File: config.mk
export PLATFORM = sky130hd
export DESIGN_NAME = store_buffer
export DESIGN_NICKNAME = d
export VERILOG_FILES = /design/src/rtl/store_buffer.sv
export SDC_FILE = /design/constraint.sdc
export NUM_CORES = 1
export LEC_CHECK = 0
export CAP_MARGIN = 0
export CORE_UTILIZATION = 51
export DETAILED_ROUTE_END_ITERATION = 7
export PLACE_DENSITY_LB_ADDON = 0.08
export SYNTH_ARGS = -nofsm -noshare
export SYNTH_HDL_FRONTEND = slang
export SYNTH_SLANG_ARGS = --single-unit
File: constraint.sdc
create_clock -name clk -period 3.1 [get_ports clk]
set_clock_uncertainty 0.05 [all_clocks]
set_input_delay 0.465 -clock clk [delete_from_list [all_inputs] [get_ports clk]]
set_output_delay 0.465 -clock clk [all_outputs]
set_load 0.01 [all_outputs]
File: src/rtl/store_buffer.sv
// Posted-write buffer between the CPU memory stage and dmem: in-order drain when the port is idle,
// youngest-match forwarding to loads. Push is zero-wait unless full; a load blocks draining for that cycle.
module store_buffer #(
    parameter int n     = 16,
    parameter int DEPTH = 4
) (
    input  logic         clk,
    input  logic         reset,
    input  logic         st_valid,
    output logic         st_ready,
    input  logic [n-1:0] st_addr,
    input  logic [n-1:0] st_data,
    input  logic         ld_req,
    input  logic [n-1:0] ld_addr,
    output logic [n-1:0] ld_data,
    output logic         mem_we,
    output logic [n-1:0] mem_addr,
    output logic [n-1:0] mem_writedata,
    input  logic [n-1:0] mem_readdata,
    output logic         empty
);
    localparam int PW = $clog2(DEPTH);
    localparam int CW = $clog2(DEPTH + 1);
    localparam logic [CW-1:0] FULL = CW'(DEPTH);

    logic [n-3:0]  addr_q [DEPTH];
    logic [n-1:0]  data_q [DEPTH];
    logic [PW-1:0] head_q, head_d;
    logic [PW-1:0] tail_q, tail_d;
    logic [CW-1:0] count_q, count_d;
    logic          push, drain;
    logic          fwd_hit;
    logic [n-1:0]  fwd_data;
    logic [PW-1:0] fwd_idx;
    logic          unused_st_lsb;

    assign unused_st_lsb = ^st_addr[1:0];

    assign st_ready = (count_q != FULL);
    assign empty    = (count_q == '0);
    assign push     = st_valid && st_ready;
    assign drain    = !empty && !ld_req;

    assign mem_we        = drain;
    assign mem_addr      = ld_req ? ld_addr : {addr_q[head_q], 2'b00};
    assign mem_writedata = data_q[head_q];

    always_comb begin
        head_d  = drain ? head_q + PW'(1) : head_q;
        tail_d  = push ? tail_q + PW'(1) : tail_q;
        count_d = count_q;
        case ({push, drain})
            2'b10:   count_d = count_q + CW'(1);
            2'b01:   count_d = count_q - CW'(1);
            default: count_d = count_q;
        endcase
    end

    always_ff @(posedge clk or posedge reset) begin
        if (reset) begin
            head_q  <= '0;
            tail_q  <= '0;
            count_q <= '0;
        end else begin
            head_q  <= head_d;
            tail_q  <= tail_d;
            count_q <= count_d;
        end
    end

    // Entry payload needs no reset: count_q alone decides which slots are live.
    always_ff @(posedge clk) begin
        if (push) begin
            addr_q[tail_q] <= st_addr[n-1:2];
            data_q[tail_q] <= st_data;
        end
    end

    // Walk oldest to youngest so the last match seen is the youngest one.
    always_comb begin
        fwd_hit  = 1'b0;
        fwd_data = '0;
        fwd_idx  = '0;
        for (int i = 0; i < DEPTH; i++) begin
            fwd_idx = head_q + PW'(i);
            if ((CW'(i) < count_q) && (addr_q[fwd_idx] == ld_addr[n-1:2])) begin
                fwd_hit  = 1'b1;
                fwd_data = data_q[fwd_idx];
            end
        end
    end

    assign ld_data = fwd_hit ? fwd_data : mem_readdata;

endmodule

==> reports/summary.txt <==
CTS tree: done
vias in the first global route: 7095
WP data required: 2.58 ns
Leak: 4.93 nW
combinational share of power: 0.603
clock power share: 0.167
PortBufs: 116
full die area: 17300 um^2
H-Tree Depth: 4
fin. max-slew vios: 0
unrepaired setup endpoints after global routing: yes
Max Fclk: 238 MHz
commonest non-fill, non-tap cell in the layout: buf_4
share of total power in sequential cells: 0.230
Nets: 1080
failing checks: negative setup slack
Placed Cells incl. Taps: 1158
number of max-cap violations: 0
clock latency at the later pin of the worst-skew pair: 0.42 ns
Final TNS setup: -25.47 ns
I/O pins: 119
vias: 7274
Root Buffer Master: clkbuf_16
number of diodes: 0
Cells after Synth: 747
top-area cell type share of the netlist area: 0.421
P&R area growth vs syn: 46.4%
total iterations of the first detailed-routing run: 5
largest cells by area after synthesis: edfxtp_1 (42%), mux2i_1 (18%), xnor2_1 (5.2%)
R2R depth: 9
Seq/Total Area, Yosys: 0.442
WL per Instance: 21.1 um
Syn Area/Cell: 11.5 um^2
largest net degree at the start of global routing: 99
Routed WL: 26000 um
gpl congestion: 0.971
EDFF count, synth: 120
Synth area leader: edfxtp_1
Top FF cell, synth: edfxtp_1
post-layout instance area: 12500 um^2
synth warn: 0
critical path peak fanout: 8
first-pass GRT wire length: 38400 um
Antenna Nets Post-Route: 0
hold slack: 0.223 ns
worst hold path type: input port to asynchronous set/reset pin
initial antenna violation count: 0
worst relative slew slack: 0.181
layout cell share with drive strength beyond 1: 0.349
Worst Setup End Kind: output port
routed vias/inst: 5.90
Max IR drop VDD: 0.853 mV
hpwl dp: 16800 um
worst setup margin: -1.11 ns
pre-CTS setup slack: -1.27 ns
Rows: 46
non-filler cells, final: 1232
Initial Utilization: 0.531
global-route usage over all layers: 0.291
final hold violations: 0
Cell Area, Synth: 8560 um^2
CORE AREA: 16100 um^2
Overflow after GRT: 0
Distinct cells, synth: 59
DIE WIDTH: 132 um
ys async rst share: 0.0551
Final setup viols: 32
Psw: 4.33 mW
residual DRC count: 0
synthesized net count: 824
die height: 132 um
period utilization: 1.36
crit path time final: 4.21 ns
Longest Clk Path Bufs: 2
power density over the cells: 889 nW/um^2
critical path class: register to output port
filler instances: 1029
TritonCTS Buffers: 17
register bit total from synthesis: 127
Switching Share: 0.389
commonest cells after routing, fill and taps aside: buf_4 (153), mux2i_1 (123), edfxtp_1 (120), clkdlybuf4s50_1 (91), nand2_1 (63)
number of DRC markers in iteration 0: 634
Worst-path clk slew: 0.06 ns
crit start category: register
Worst Max-Slew Pin Slew: 1.23 ns
status: finished with violations
post-placement cell area: 10800 um^2
Crit path arrival time: 3.70 ns
Power Internal: 6.80 mW
CTS sink count: 127
[cell families (layout without fill, tap and decap cells)]
logic type / Yosys count / in the layout / share of synthesized area
multiplexers: 177 / 177 / 0.220
XOR/XNOR: 59 / 59 / 0.0604
flip-flops: 127 / 127 / 0.442
AND/OR/NAND/NOR: 166 / 166 / 0.0997
buffers and inverters: 69 / 338 / 0.0407
adder cells (fa/ha/maj): 9 / 9 / 0.0132
AO/OA/AOI/OAI: 140 / 140 / 0.125
[final timing paths]
kind                            start          end  slack [ns]
max                         head_q[1]  ld_data[12]       -1.11
min                             reset   count_q[1]        0.22
max reg2reg                count_q[0]   count_q[2]        1.03
min reg2reg                count_q[0]   count_q[0]        0.57
max in group asynchronous       reset    head_q[0]        2.53
min in group clk           count_q[0]   count_q[0]        0.57
[power by group through the flow]
stage                     logic [mW]  clock network (mW)  registers, mW
final                           6.71                1.86           2.57
after global routing            7.10                1.95           2.60
after CTS                       6.09                1.87           2.53
after detailed placement        5.68                   0           2.54
after global placement          5.54                   0           2.51
after floorplan                 3.57                   0           2.46
[final cells by class]
cell class | count | area (um^2) | share of cell area
clock buffer | 18 | 429 | 0.0343
clock inverter | 14 | 118 | 0.00939
inverter | 6 | 22.5 | 0.00180
multi-input combinational | 551 | 5170 | 0.413
sequential | 127 | 3790 | 0.302
tap | 216 | 270 | 0.0216
timing repair buffer | 300 | 2730 | 0.218
[registers in the layout, summed over array words and instances, names as in the netlist]
| name | count |
|---|---|
| head_q | 2 |
| count_q | 3 |
| data_q | 64 |
| addr_q | 56 |
| tail_q | 2 |
[critical path, stage by stage, from the launching register on]
cell      delay (ns)
dfrtp_4         0.57
buf_12          0.18
buf_4           0.14
mux2i_1         0.15
buf_4           0.17
nor2_1          0.04
nor4_1          0.33
a31oi_2         0.09
or4b_4          0.61
buf_12          0.18
buf_6           0.12
a211oi_4        0.25
a311oi_2        0.12
a21o_1          0.18
buf_2           0.13
[Yosys cell counts, types with 6 or more instances]
master / n
a211o_1: 15
a211oi_1: 18
a21boi_0: 16
a21o_1: 16
a21oi_1: 18
a311oi_1: 16
buf_1: 13
buf_2: 13
clkbuf_1: 28
dfrtp_1: 7
edfxtp_1: 120
ha_1: 9
inv_1: 6
mux2_2: 14
mux2i_1: 155
mux4_2: 6
nand2_1: 66
nand2b_1: 20
nand3_1: 20
nor2_1: 14
nor2b_1: 17
o21ai_0: 14
xnor2_1: 51
xor2_1: 8
[timing repair]
item | CTS | global route
gates resized for setup | 138 | 102
buffers inserted | 16 | 24
cloned | 2 | 2
hold buffers | 0 | 0
pin swaps | 23 | 39
setup endpoints to repair | 36 | 37
[layer usage]
metal  part of all wire  vias to the layer above  GRT usage
met1               0.43                     3596      0.396
met4              0.016                        0     0.0956
met3              0.062                       46     0.0478
met2               0.49                      290      0.471
li1                   -                     3342          -
met5                  0                        -          0
[stage by stage]
stage | utilization | power (mW)
after floorplan | - | 6.03
after global placement | 0.672 | 8.05
after detailed placement | 0.672 | 8.22
after CTS | 0.738 | 10.5
after global routing | 0.777 | 11.6
final | 0.777 | 11.1
No activity file was read; power rests on OpenSTA's default activity.
